`config.mk`:
```
export PLATFORM = sky130hd
export DESIGN_NAME = mmio_uart_tx
export DESIGN_NICKNAME = d
export VERILOG_FILES = /design/src/rtl/mmio_uart_tx_pkg.sv /design/src/rtl/mmio_uart_tx_sync_fifo.sv /design/src/rtl/mmio_uart_tx.sv
export SDC_FILE = /design/constraint.sdc
export NUM_CORES = 1
export LEC_CHECK = 0
export BUFFER_PORTS_ARGS = -buffer_cell sky130_fd_sc_hd__buf_2
export CAP_MARGIN = 0
export CORE_MARGIN = 1.5
export CORE_UTILIZATION = 32
export DETAILED_ROUTE_END_ITERATION = 12
export PLACE_DENSITY_LB_ADDON = 0.25
export SETUP_SLACK_MARGIN = 0.3
export SYNTH_ARGS = -nofsm -noshare
export SYNTH_HDL_FRONTEND = slang
export SYNTH_SLANG_ARGS = --single-unit
export TNS_END_PERCENT = 5
```
`constraint.sdc`:
```
create_clock -name clk -period 3 [get_ports clk]
set_input_delay 0.45 -clock clk [delete_from_list [all_inputs] [get_ports clk]]
set_output_delay 0.45 -clock clk [all_outputs]
set_load 0.005 [all_outputs]
```
`src/rtl/mmio_uart_tx_pkg.sv`:
```
// Constants shared between the IO slave RTL and the core firmware macros:
// IO page decode bit, register word offsets, UART_CNTL bit layout and
// serializer state encodings.
package mmio_uart_tx_pkg;

  localparam int IO_PAGE_BIT = 22;

  localparam logic [2:0] IO_LEDS      = 3'd0;
  localparam logic [2:0] IO_UART_DATA = 3'd1;
  localparam logic [2:0] IO_UART_CNTL = 3'd2;

  localparam int CNTL_FULL_BIT  = 0;
  localparam int CNTL_OVF_BIT   = 1;
  localparam int CNTL_BUSY_BIT  = 2;
  localparam int CNTL_COUNT_LSB = 4;
  localparam int CNTL_COUNT_W   = 5;

  typedef enum logic [1:0] {
    TX_IDLE  = 2'd0,
    TX_START = 2'd1,
    TX_DATA  = 2'd2,
    TX_STOP  = 2'd3
  } tx_state_e;

  function automatic logic [31:0] pack_cntl(
    input logic                    full,
    input logic                    ovf,
    input logic                    busy,
    input logic [CNTL_COUNT_W-1:0] count
  );
    logic [31:0] w;
    w = '0;
    w[CNTL_FULL_BIT] = full;
    w[CNTL_OVF_BIT]  = ovf;
    w[CNTL_BUSY_BIT] = busy;
    w[CNTL_COUNT_LSB +: CNTL_COUNT_W] = count;
    return w;
  endfunction

endpackage

```
`src/rtl/mmio_uart_tx_sync_fifo.sv`:
```
// Small synchronous FIFO with fall-through read data. A push into a full
// FIFO is still accepted when a pop happens in the same cycle.
module mmio_uart_tx_sync_fifo #(
  parameter int WIDTH = 8,
  parameter int DEPTH = 4,
  localparam int AW = $clog2(DEPTH),
  localparam int CW = AW + 1
) (
  input  logic             clk,
  input  logic             resetn,
  input  logic             push_i,
  input  logic             pop_i,
  input  logic [WIDTH-1:0] din_i,
  output logic [WIDTH-1:0] dout_o,
  output logic [CW-1:0]    count_o,
  output logic             full_o,
  output logic             empty_o
);

  logic [WIDTH-1:0] mem_q [DEPTH];
  logic [AW-1:0]    wr_ptr_q, wr_ptr_d;
  logic [AW-1:0]    rd_ptr_q, rd_ptr_d;
  logic [CW-1:0]    count_q, count_d;
  logic             do_push, do_pop;

  assign full_o  = (count_q == CW'(DEPTH));
  assign empty_o = (count_q == '0);
  assign count_o = count_q;
  assign dout_o  = mem_q[rd_ptr_q];
  assign do_pop  = pop_i && !empty_o;
  assign do_push = push_i && (!full_o || do_pop);

  // pointer and occupancy next-state; DEPTH is a power of two so pointers wrap on overflow
  always_comb begin
    wr_ptr_d = wr_ptr_q;
    rd_ptr_d = rd_ptr_q;
    count_d  = count_q;
    if (do_push) wr_ptr_d = wr_ptr_q + 1'b1;
    if (do_pop)  rd_ptr_d = rd_ptr_q + 1'b1;
    case ({do_push, do_pop})
      2'b10:   count_d = count_q + 1'b1;
      2'b01:   count_d = count_q - 1'b1;
      default: ;
    endcase
  end

  // pointer/count registers with synchronous reset
  always_ff @(posedge clk) begin
    if (!resetn) begin
      wr_ptr_q <= '0;
      rd_ptr_q <= '0;
      count_q  <= '0;
    end else begin
      wr_ptr_q <= wr_ptr_d;
      rd_ptr_q <= rd_ptr_d;
      count_q  <= count_d;
    end
  end

  // storage array; contents need no reset since count gates every read
  always_ff @(posedge clk) begin
    if (do_push) mem_q[wr_ptr_q] <= din_i;
  end

endmodule

```
`src/rtl/mmio_uart_tx.sv`:
```
// IO-page slave: LED register plus a FIFO-fed 8N1 UART transmitter.
//
//   state    | meaning
//   TX_IDLE  | line high; pops the next byte as soon as the FIFO has one
//   TX_START | start bit, line low for one bit period
//   TX_DATA  | eight data bits, LSB first, one bit period each
//   TX_STOP  | stop bit, line high for one bit period
//
// txd is registered, so the line lags the state by one cycle.
module mmio_uart_tx
  import mmio_uart_tx_pkg::*;
#(
  parameter int CLK_FREQ_HZ = 12000000,
  parameter int BAUD_RATE   = 115200,
  parameter int FIFO_DEPTH  = 4
) (
  input  logic        clk,
  input  logic        resetn,
  input  logic [31:0] mem_addr_i,
  input  logic [31:0] mem_wdata_i,
  input  logic [3:0]  mem_wmask_i,
  input  logic        mem_rstrb_i,
  input  logic        io_sel_i,
  output logic [31:0] mem_rdata_o,
  output logic [4:0]  leds_o,
  output logic        txd_o
);

  localparam int CLKS_PER_BIT = CLK_FREQ_HZ / BAUD_RATE;
  localparam int BAUD_W = $clog2(CLKS_PER_BIT);
  localparam logic [BAUD_W-1:0] BAUD_LAST = BAUD_W'(CLKS_PER_BIT - 1);
  localparam int CNT_W = $clog2(FIFO_DEPTH) + 1;

  logic [2:0]        reg_off;
  logic              wr_en, rd_en;
  logic              fifo_push, fifo_pop, fifo_full, fifo_empty;
  logic [7:0]        fifo_dout;
  logic [CNT_W-1:0]  fifo_count;
  logic              busy, baud_tc;

  logic [4:0]        leds_q, leds_d;
  logic              ovf_q, ovf_d;
  logic [31:0]       rdata_q, rdata_d;

  tx_state_e         state_q, state_d;
  logic [BAUD_W-1:0] baud_q, baud_d;
  logic [2:0]        bit_q, bit_d;
  logic [7:0]        shift_q, shift_d;
  logic              txd_q, txd_d;

  logic              unused_bits;

  assign reg_off   = mem_addr_i[4:2];
  assign wr_en     = io_sel_i && (mem_wmask_i != 4'b0);
  assign rd_en     = io_sel_i && mem_rstrb_i;
  assign fifo_push = wr_en && (reg_off == IO_UART_DATA);
  assign busy      = !fifo_empty || (state_q != TX_IDLE);
  assign baud_tc   = (baud_q == BAUD_LAST);

  // the page bit arrives pre-decoded as io_sel_i; upper address and store bits are not used here
  assign unused_bits = ^{mem_addr_i[31:IO_PAGE_BIT+1], mem_addr_i[IO_PAGE_BIT],
                         mem_addr_i[IO_PAGE_BIT-1:5], mem_addr_i[1:0], mem_wdata_i[31:8]};

  assign mem_rdata_o = rdata_q;
  assign leds_o      = leds_q;
  assign txd_o       = txd_q;

  mmio_uart_tx_sync_fifo #(
    .WIDTH (8),
    .DEPTH (FIFO_DEPTH)
  ) u_fifo (
    .clk     (clk),
    .resetn  (resetn),
    .push_i  (fifo_push),
    .pop_i   (fifo_pop),
    .din_i   (mem_wdata_i[7:0]),
    .dout_o  (fifo_dout),
    .count_o (fifo_count),
    .full_o  (fifo_full),
    .empty_o (fifo_empty)
  );

  // register writes, sticky overflow and read-data capture
  always_comb begin
    leds_d  = leds_q;
    ovf_d   = ovf_q;
    rdata_d = rdata_q;
    if (wr_en && (reg_off == IO_LEDS)) leds_d = mem_wdata_i[4:0];
    if (wr_en && (reg_off == IO_UART_CNTL) && mem_wdata_i[CNTL_OVF_BIT]) ovf_d = 1'b0;
    if (fifo_push && fifo_full && !fifo_pop) ovf_d = 1'b1;
    if (rd_en) begin
      case (reg_off)
        IO_LEDS:      rdata_d = {27'b0, leds_q};
        IO_UART_CNTL: rdata_d = pack_cntl(fifo_full, ovf_q, busy, CNTL_COUNT_W'(fifo_count));
        default:      rdata_d = '0;
      endcase
    end
  end

  // serializer next-state, FIFO pop and line level
  always_comb begin
    state_d  = state_q;
    baud_d   = baud_q;
    bit_d    = bit_q;
    shift_d  = shift_q;
    fifo_pop = 1'b0;
    txd_d    = 1'b1;
    case (state_q)
      TX_IDLE: begin
        if (!fifo_empty) begin
          fifo_pop = 1'b1;
          shift_d  = fifo_dout;
          baud_d   = '0;
          state_d  = TX_START;
        end
      end
      TX_START: begin
        txd_d = 1'b0;
        if (baud_tc) begin
          baud_d  = '0;
          bit_d   = '0;
          state_d = TX_DATA;
        end else begin
          baud_d = baud_q + 1'b1;
        end
      end
      TX_DATA: begin
        txd_d = shift_q[0];
        if (baud_tc) begin
          baud_d  = '0;
          shift_d = shift_q >> 1;
          if (bit_q == 3'd7) state_d = TX_STOP;
          else               bit_d   = bit_q + 1'b1;
        end else begin
          baud_d = baud_q + 1'b1;
        end
      end
      TX_STOP: begin
        if (baud_tc) begin
          baud_d  = '0;
          state_d = TX_IDLE;
        end else begin
          baud_d = baud_q + 1'b1;
        end
      end
      default: state_d = TX_IDLE;
    endcase
  end

  // all block state; reset abandons any frame and returns the line high
  always_ff @(posedge clk) begin
    if (!resetn) begin
      leds_q  <= '0;
      ovf_q   <= 1'b0;
      rdata_q <= '0;
      state_q <= TX_IDLE;
      baud_q  <= '0;
      bit_q   <= '0;
      shift_q <= '0;
      txd_q   <= 1'b1;
    end else begin
      leds_q  <= leds_d;
      ovf_q   <= ovf_d;
      rdata_q <= rdata_d;
      state_q <= state_d;
      baud_q  <= baud_d;
      bit_q   <= bit_d;
      shift_q <= shift_d;
      txd_q   <= txd_d;
    end
  end

endmodule
```
==> flow_summary.toml, run 1 <==
[outcome]
outcome = "finished, final reports clean"

[setup_path]
endpoint_kind = "flop"
reg2reg_from = "state_q[0]"
crit_chain = "inv_1, ha_1, nor4b_4, nor4_4, inv_1, ha_1, inv_1, fa_1, xor2_1, or3_1, a21oi_1"
cp_slowest_stage_delay_ns = 0.37
start_kind = "flop"
cp_common_cell = "inv_1"
worstPathMaxFanout = 5
cp_slowest_cell = "dfxtp_2"
crit_type = "reg -> reg"
rrSetupSlack_ns = 0.52
cp.arrival_ns = 2.75
r2r_cells = 11
r2r_end = "u_fifo.count_o[2]"
worstPathRequired_ns = 3.26

[synthesis]
synth_top_family_by_area = "simple AND/OR/NAND/NOR gates"
yosys.area.top_type = "edfxtp_1"
synth_edf_count = 32
synthCells = 316
synthArstFlopShare = 0
synth.distinct_cells = 52
synth_adder_area_share = 0.0510
synth_top_area_share = 0.269
synth.mux.area_fraction = 0.0951
avgSynthCellArea_um2 = 11.3
synth_compound_area_frac = 0.107
ys_ff_latch = 75
ys_warn_count = 0
synthXorXnorAreaFrac = 0.0122
synth-simple-area-share = 0.137
yosysMostFrequentCell = "dfxtp_1"
yosys-top-cells-area = "edfxtp_1 (27%), dfxtp_1 (24%), buf_4 (5.2%)"
synth-seq-area-share = 0.509
syn_area_um2 = 3580
ys_top_cells_by_count = "dfxtp_1 (43), edfxtp_1 (32), nor2_1 (27)"
synthFlopType = "dfxtp_1"

[power]
power_density_nw_per_um2 = 726
ir_drop_mv = 0.266
p_leak_uw = 0.00151
sequentialPowerShare = 0.437
pwr-share-comb = 0.291
p_sw_frac = 0.340
clkPwrFrac = 0.272
cellInternalPower_uw = 1900
p_sw_uw = 981

[routing]
vias = 2328
drt-initial-drc-count = 115
first_pass_iters = 4
drt_wl_total_um = 6970
vias_per_cell = 4.74
wl_per_cell_um = 14.2
antenna_left = 0
drc_errors = 0

[floorplanning]
num_rows = 38
die_x_um = 109
pin_count = 110
start_util = 0.329
core-area_um2 = 10900
die_h_um = 109
die_area_um2 = 11800

[layout]
fin_cells = 491
drive_gt1_frac = 0.208
area_delta_synth_final_pct = 11.1
nFillCells = 1088
register_area_um2 = 1820
nets = 432
multiInputGateArea_um2 = 1540
antenna_cells = 0

[hold_path]
hold_path_depth = 1
worstHoldEndpoint = "u_fifo.mem_q[1][7]"
min-delay-start = "mem_wdata_i[7]"
hold_path.class = "in -> reg"

[placement]
port_buffers = 31
hpwl_um = 4900
dp_cells = 474
gp_congestion = 0.738

[timing]
hold_viol = 0
drv_slew = 0
rsz0062_at_grt = "no"
max_slew.worst_pin.slew_ns = 0.830
max-slew-margin-rel = 0.446
min_period_ns = 2.48
fmax_ghz = 0.403
period_share = 0.828
setup_viol = 0
tns_ns = 0
clock_skew_ns = 0.0137

[grt]
antenna_found_initial = 0
grt.overflow.total = 0
grt_max_degree = 24
grt_pass1_wl_um = 11400
grt_usage = 0.127
first_global_vias = 2263

[job]
drv_cap = 0

[clocking]
cts_tree = "yes"
cts_buffers = 9
cts_root_buf = "clkbuf_8"
cts_max_level = 3
cts.clk_slew.worst_paths_ns = 0.08
cts_buffer_depth = 2
cts.sinks = 75
worstSkewPairLatency_ns = 0.35
## worst max-delay path by stage
stage          startpoint           endpoint  slack (ns)  cells past startpoint
6_report       state_q[0]  u_fifo.count_o[2]        0.52                     11
2_1_floorplan  state_q[0]  u_fifo.count_o[2]        0.46                     12
3_5_place_dp   state_q[0]  u_fifo.count_o[2]        0.35                     11
3_3_place_gp   state_q[0]  u_fifo.count_o[2]        0.39                     11
4_1_cts        state_q[0]  u_fifo.count_o[2]        0.32                     11
5_1_grt        state_q[0]  u_fifo.count_o[2]        0.33                     11
## flip-flops by register name (all words and copies together), names as in the netlist, named ones only
register,cells
baud_q,7
bit_q,3
leds_o,5
mem_rdata_o,7
ovf_q,1
shift_q,8
state_q,2
txd_o,1
u_fifo.count_o,3
u_fifo.mem_q,32
u_fifo.rd_ptr_q,2
u_fifo.wr_ptr_q,2
## repair_timing
action,4_1_cts,5_1_grt
setup buffers,0,1
hold buffers,0,0
setup endpoints to repair,0,1
gates resized for setup,0,3
## cells in the final DEF (no fill, tap or decap), types with 3 or more instances in the layout
| master | instances |
|---|---|
| dfxtp_1 | 41 |
| edfxtp_1 | 32 |
| buf_2 | 31 |
| nor2_1 | 27 |
| conb_1 | 25 |
| nand2_1 | 19 |
| a21oi_1 | 17 |
| mux2i_1 | 16 |
| ha_1 | 13 |
| inv_1 | 11 |
| o21ai_0 | 10 |
| nand3_1 | 9 |
| clkbuf_8 | 9 |
| mux4_2 | 8 |
| o31ai_1 | 8 |
| and2_1 | 6 |
| nor3_1 | 6 |
| buf_4 | 5 |
| nor2b_1 | 4 |
| a221oi_1 | 4 |
| xor2_1 | 3 |
## through the flow
| stage | cell area, um^2 | power (uW) | hold slack, ns | worst slack, ns | utilization |
|---|---|---|---|---|---|
| floorplan | 3670 | 1930 | 0.434 | 0.459 | - |
| CTS | 3960 | 2910 | 0.300 | 0.321 | 0.363 |
| detailed placement | 3760 | 2120 | 0.447 | 0.352 | 0.345 |
| global route | 3980 | 3070 | 0.305 | 0.334 | 0.365 |
| finish | 3980 | 2880 | 0.313 | 0.517 | 0.365 |
| global placement | 3760 | 2110 | 0.441 | 0.392 | 0.345 |
## power by group through the flow
stage          clock [uW]  sequential [uW]  combinational, uW
2_1_floorplan           0             1240                691
3_3_place_gp            0             1280                832
3_5_place_dp            0             1280                843
4_1_cts               807             1260                844
5_1_grt               844             1280                943
6_report              785             1260                839
## per-layer routing
metal  routed length [um]  track usage  part of all wire
met1                 3360        0.167              0.48
met2                 3250        0.200              0.47
met3                  259       0.0275             0.037
met4                  106       0.0564             0.015
met5                    0            0                 0
## final cells by class
| cell class | count | area share |
|---|---|---|
| flip-flops and latches | 75 | 0.459 |
| multi-input cells | 213 | 0.388 |
| repair buffers | 36 | 0.0485 |
| well taps | 140 | 0.0441 |
| clock buffers | 9 | 0.0312 |
| clock inverters | 7 | 0.0189 |
| inverters | 11 | 0.0104 |
## logic make-up (layout without fill, tap and decap cells)
logic type                 Yosys count  in the layout
buffers and inverters               52             63
AOI/OAI and AO/OA                   54             54
muxes                               24             24
xor gates and xnor gates             5              5
DFF                                 75             75
other                                1             25
and+or+nand+nor                     91             91
adders and majority gates           14             14
## critical path: cells and delay by family, from the launching register on
family | cells | cell delay, ns
XOR/XNOR | 1 | 0.16
flip-flops | 1 | 0.37
adder cells (fa/ha/maj) | 3 | 0.79
AND/OR/NAND/NOR | 3 | 0.75
AO/OA/AOI/OAI | 1 | 0.13
buffers and inverters | 3 | 0.21
No activity file was read; power rests on OpenSTA's default activity.
==> run 2, diff against run 1 <==
Clock period 3 ns to 2.3 ns, I/O delays scaled along.
==> run 2 against run 1 <==
Effect of this change: worst hold slack worse by 0.10 ns; first-iteration DRC count is 28% lower; highest routed layer unchanged; die area stayed put; via count is 2.7% higher; count of clock-buffer cells in the layout stayed put; global-route usage is 0.11 points higher; register-to-register slack worse by 0.46 ns; sequential share of layout area is 1.9 points lower; largest power group unchanged; sequential power is 28% higher; flip-flop and latch count stayed put; clock skew is 0.0013 ns lower; worst setup slack worse by 0.46 ns.
==> flow_summary.toml, run 2 (synthesized netlist as in run 1, its figures left out) <==
[outcome]
outcome = "finished, final reports clean"

[timing]
min_period_ns = 2.24
clock_skew_ns = 0.0124
setup_viol = 0
max_slew.worst_pin.slew_ns = 0.670
hold_viol = 0
fin_hold_ws_ns = 0.210
drv_slew = 0
fmax_ghz = 0.446
max-slew-margin-rel = 0.553
period_share = 0.975
rsz0062_at_grt = "yes"

[setup_path]
crit_type = "reg -> reg"
cp.arrival_ns = 2.53
endpoint_kind = "flop"
start_kind = "flop"
worstPathRequired_ns = 2.59
worstPathMaxFanout = 3

[layout]
largest_reg_flops = 32
top_regs = "u_fifo.mem_q (32), shift_q (8)"
layout.cells.most_common_list = "dfxtp_1 (41), edfxtp_1 (32), buf_2 (31), nor2_1 (27), conb_1 (25)"
area_delta_synth_final_pct = 15.9
antenna_cells = 0
largest_register = "u_fifo.mem_q"
final_common_cell = "dfxtp_1"
fin_cells = 507
fin_area_um2 = 4150
drive_gt1_frac = 0.270
nets = 448

[routing]
vias = 2392
antenna_left = 0
first_pass_iters = 4
drt_wl_total_um = 6850
vias_per_cell = 4.72
drc_errors = 0
drt-initial-drc-count = 83
wl_per_cell_um = 13.5

[placement]
dp_cells = 487
hpwl_um = 4850
gp_congestion = 0.768
dpl_cell_area_um2 = 3870
port_buffers = 31

[clocking]
cts.sinks = 75
cts_tree = "yes"
worstSkewPairLatency_ns = 0.35
cts.clk_slew.worst_paths_ns = 0.10
cts_buffers = 9
cts-hold-fix-buffers = 0
cts_buffer_depth = 2
cts_max_level = 3
cts_root_buf = "clkbuf_8"

[power]
power_density_nw_per_um2 = 987
p_leak_uw = 0.00162
ir_drop_mv = 0.496
power.total_uw = 4100

[grt]
antenna_found_initial = 0
grt_usage = 0.128
grt_max_degree = 20
grt.overflow.total = 0
grt_pass1_wl_um = 11600
first_global_vias = 2355

[floorplanning]
die_x_um = 109
num_rows = 38
pin_count = 110
die_h_um = 109
die_area_um2 = 11800
start_util = 0.329
core-area_um2 = 10900

[job]
drv_cap = 0

[hold_path]
hold_path.class = "in -> reg"
[run 2: metrics by stage]
step | TNS, ns | utilization | setup WS, ns
final | 0 | 0.381 | 0.0572
after global placement | -0.0249 | 0.356 | -0.0249
after CTS | 0 | 0.379 | 0.0723
after detailed placement | -0.0560 | 0.356 | -0.0560
after floorplan | -0.0572 | - | -0.0572
after global routing | -0.0449 | 0.381 | -0.0449
[run 2: timing repair]
action	in CTS	in global routing
endpoints found under the setup margin	41	9
gates resized for setup	3	5
endpoints found under the hold margin	0	0
setup buffers	4	0
pin swaps	4	2
[run 2: final cells by class]
type	instances	area, um^2
tap	140	175
sequential	75	1820
multi-input combinational	213	1580
clock buffer	9	124
inverter	11	41.3
fill	1061	6740
clock inverter	7	87.6
timing repair buffer	52	313
[run 2: critical path, stage by stage, from the launching register on]
cell and delay [ns]:
dfxtp_2 0.34, inv_2 0.05, ha_4 0.18, nor4b_4 0.38, nor4_4 0.07, inv_2 0.08, ha_4 0.13, inv_2 0.03
fa_2 0.32, xor2_1 0.16, or3_1 0.33, a21oi_2 0.12
[run 2: metal layers]
layer,GRT usage,up-vias,wire [um],part of all wire
met3,0.0299,9,274,0.040
li1,-,1179,-,-
met1,0.172,1141,3230,0.47
met2,0.200,63,3230,0.47
met5,0,-,0,0
met4,0.0489,0,110,0.016
[run 2: path summary, 6_finish.rpt]
| kind | startpoint | to | slack, ns | depth (start not counted) |
|---|---|---|---|---|
| hold / removal | mem_wdata_i[7] | u_fifo.mem_q[2][7] | 0.21 | 1 |
| hold reg to reg | shift_q[7] | shift_q[7] | 0.46 | 2 |
| setup reg to reg | state_q[1] | u_fifo.count_o[2] | 0.06 | 11 |
| setup / recovery | state_q[1] | u_fifo.count_o[2] | 0.06 | 11 |
[run 2: power breakdown]
part           internal (uW)  switching, uW
clock network            530            559
logic                    650            752
registers               1510           91.0
total                   2690           1400
==> run 3, diff against run 2 <==
Settings changed: ABC_AREA set to 1.
==> run 3 against run 2 <==
Effect of this change: die area up 2.0%; maximum frequency up 16%; cell area rose by 5.0%; non-clock buffer count fell by 1; first-iteration DRC count shrank 9.6%; register-to-register slack better by 0.30 ns; global-route usage is 0.52 points higher; largest power group unchanged; critical path type unchanged.
==> flow_summary.toml, run 3 <==
[routing]
drt-initial-drc-count = 75
vias = 2873
drt_wl_total_um = 7410
first_pass_iters = 6
wl_per_cell_um = 11.6
drc_errors = 0
vias_per_cell = 4.51
antenna_left = 0

[floorplanning]
num_rows = 38
core-area_um2 = 11000
start_util = 0.332
die_x_um = 110
pin_count = 110
die_h_um = 110
die_area_um2 = 12100

[synthesis]
ys_warn_count = 0
ys_top_cells_by_count = "nand2_1 (109), nor2_1 (54), dfxtp_1 (43)"
synth_edf_count = 32
synthCells = 443
synth-seq-area-share = 0.499
synth.distinct_cells = 32
yosys-top-cells-area = "edfxtp_1 (26%), dfxtp_1 (24%), nand2_1 (11%)"
ys_ff_latch = 75
synthFlopType = "dfxtp_1"
synthArstFlopShare = 0
syn_area_um2 = 3650
avgSynthCellArea_um2 = 8.24
yosys.area.top_type = "edfxtp_1"
synth_top_area_share = 0.263
yosysMostFrequentCell = "nand2_1"

[setup_path]
reg2reg_from = "state_q[1]"
start_kind = "flop"
cp.arrival_ns = 2.15
crit_type = "reg -> reg"
r2r_end = "u_fifo.count_o[2]"
worstPathMaxFanout = 4
crit_path_end = "u_fifo.count_o[2]"
r2r_cells = 12
endpoint_kind = "flop"
rrSetupSlack_ns = 0.36
worstPathRequired_ns = 2.51
cp-startpoint = "state_q[1]"

[hold_path]
hold_path.class = "in -> reg"

[layout]
area_delta_synth_final_pct = 19.4
multiInputGateArea_um2 = 1560
largest_register = "u_fifo.mem_q"
largest_reg_flops = 32
final_common_cell = "nand2_1"
top_regs = "u_fifo.mem_q (32), shift_q (8)"
fin_area_um2 = 4360
nets = 578
antenna_cells = 0
layout.cells.most_common_list = "nand2_1 (108), nor2_1 (53), dfxtp_1 (41), inv_1 (37), a21oi_1 (37)"
nFillCells = 1103
drive_gt1_frac = 0.195
register_area_um2 = 1820

[grt]
antenna_found_initial = 0
grt.overflow.total = 0
grt_pass1_wl_um = 12200
grt_max_degree = 22
grt_usage = 0.133
first_global_vias = 2623

[job]
drv_cap = 0

[clocking]
cts_max_level = 3
cts_tree = "yes"
cts.clk_slew.worst_paths_ns = 0.06
cts.sinks = 75
worstSkewPairLatency_ns = 0.33
cts_buffers = 9
cts_root_buf = "clkbuf_16"
cts_buffer_depth = 2

[placement]
gp_congestion = 0.822
hpwl_um = 5140
dpl_cell_area_um2 = 3900
port_buffers = 31

[timing]
drv_slew = 0
setup_viol = 0
fmax_ghz = 0.516
rsz0062_at_grt = "yes"
tns_ns = 0
clock_skew_ns = 0.00723
period_share = 0.843
min_period_ns = 1.94
hold_viol = 0
max_slew.worst_pin.slew_ns = 0.600
max-slew-margin-rel = 0.599

[power]
p_leak_uw = 0.00187
ir_drop_mv = 0.454
power_density_nw_per_um2 = 1060

[outcome]
outcome = "finished, final reports clean"
-- run 3: cell types whose count changed after synthesis, moves of 6 or more --
cell     delta
o31ai_1     -8
a21oi_1    +21
mux4_2      -8
o21ai_0    +11
inv_1      +31
mux2i_1    -16
nand2_1    +90
and2_1      -6
nand3_1    +11
nor3_1      -6
nor2_1     +27
-- run 3: per-stage QoR --
| stage | utilization | std cells | setup slack [ns] | hold slack (ns) | total power [uW] |
|---|---|---|---|---|---|
| floorplan | - | 467 | 0.308 | 0.442 | 2650 |
| global placement | 0.355 | 611 | 0.190 | 0.454 | 2930 |
| detailed placement | 0.355 | 611 | 0.157 | 0.465 | 2950 |
| CTS | 0.387 | 630 | 0.349 | 0.223 | 4500 |
| global route | 0.397 | 637 | 0.248 | 0.224 | 4970 |
| finish | 0.397 | 637 | 0.361 | 0.229 | 4640 |
-- run 3: per-layer routing --
metal	GRT usage	routed length [um]	vias up
met5	0	0	-
met4	0.0566	134	0
met3	0.0326	333	9
met2	0.226	3520	68
met1	0.160	3420	1315
li1	-	-	1481
-- run 3: worst min path at each step --
stage / slack (ns) / start / cells past startpoint / end
floorplan: 0.44 / u_fifo.rd_ptr_q[1] / 2 / flop
global placement: 0.45 / u_fifo.rd_ptr_q[0] / 1 / flop
detailed placement: 0.47 / u_fifo.rd_ptr_q[1] / 2 / u_fifo.rd_ptr_q[1]
CTS: 0.22 / mem_wdata_i[7] / 1 / u_fifo.mem_q[2][7]
global route: 0.22 / mem_wdata_i[5] / 1 / u_fifo.mem_q[3][5]
finish: 0.23 / mem_wdata_i[7] / 1 / u_fifo.mem_q[3][7]
-- run 3: cells by family after synthesis --
family,Yosys count,share of synthesized area
flip-flops,75,0.499
other,1,0.00103
AO/OA/AOI/OAI,71,0.103
AND/OR/NAND/NOR,199,0.232
adder cells (fa/ha/maj),14,0.0500
buffers and inverters,83,0.115
-- run 3: where the power goes --
part	internal (uW)	switching, uW
clock	871	599
combinational	598	934
sequential	1520	113
total	2990	1650
-- run 3: critical path, cell delays in order (launching register included) --
cell     delay (ns)
dfxtp_2        0.35
inv_4          0.05
ha_4           0.19
nor2_4         0.10
inv_2          0.06
nand2_4        0.08
ha_4           0.14
inv_4          0.04
fa_2           0.40
a21oi_2        0.14
o21ai_2        0.07
o21ai_1        0.14
a21oi_1        0.05
-- run 3: cell type report --
| class | count | share of cell area |
|---|---|---|
| timing repair buffer | 51 | 0.0701 |
| clock inverter | 7 | 0.0201 |
| clock buffer | 9 | 0.0517 |
| tap | 140 | 0.0402 |
| inverter | 46 | 0.0422 |
| sequential | 75 | 0.419 |
| multi-input combinational | 309 | 0.357 |
-- run 3: timing repair --
item                                    4_1_cts  5_1_grt
setup buffers                                 3        7
pin swaps                                     2        7
hold buffers                                  0        0
endpoints found under the setup margin        2        2
resized for setup                             9       14
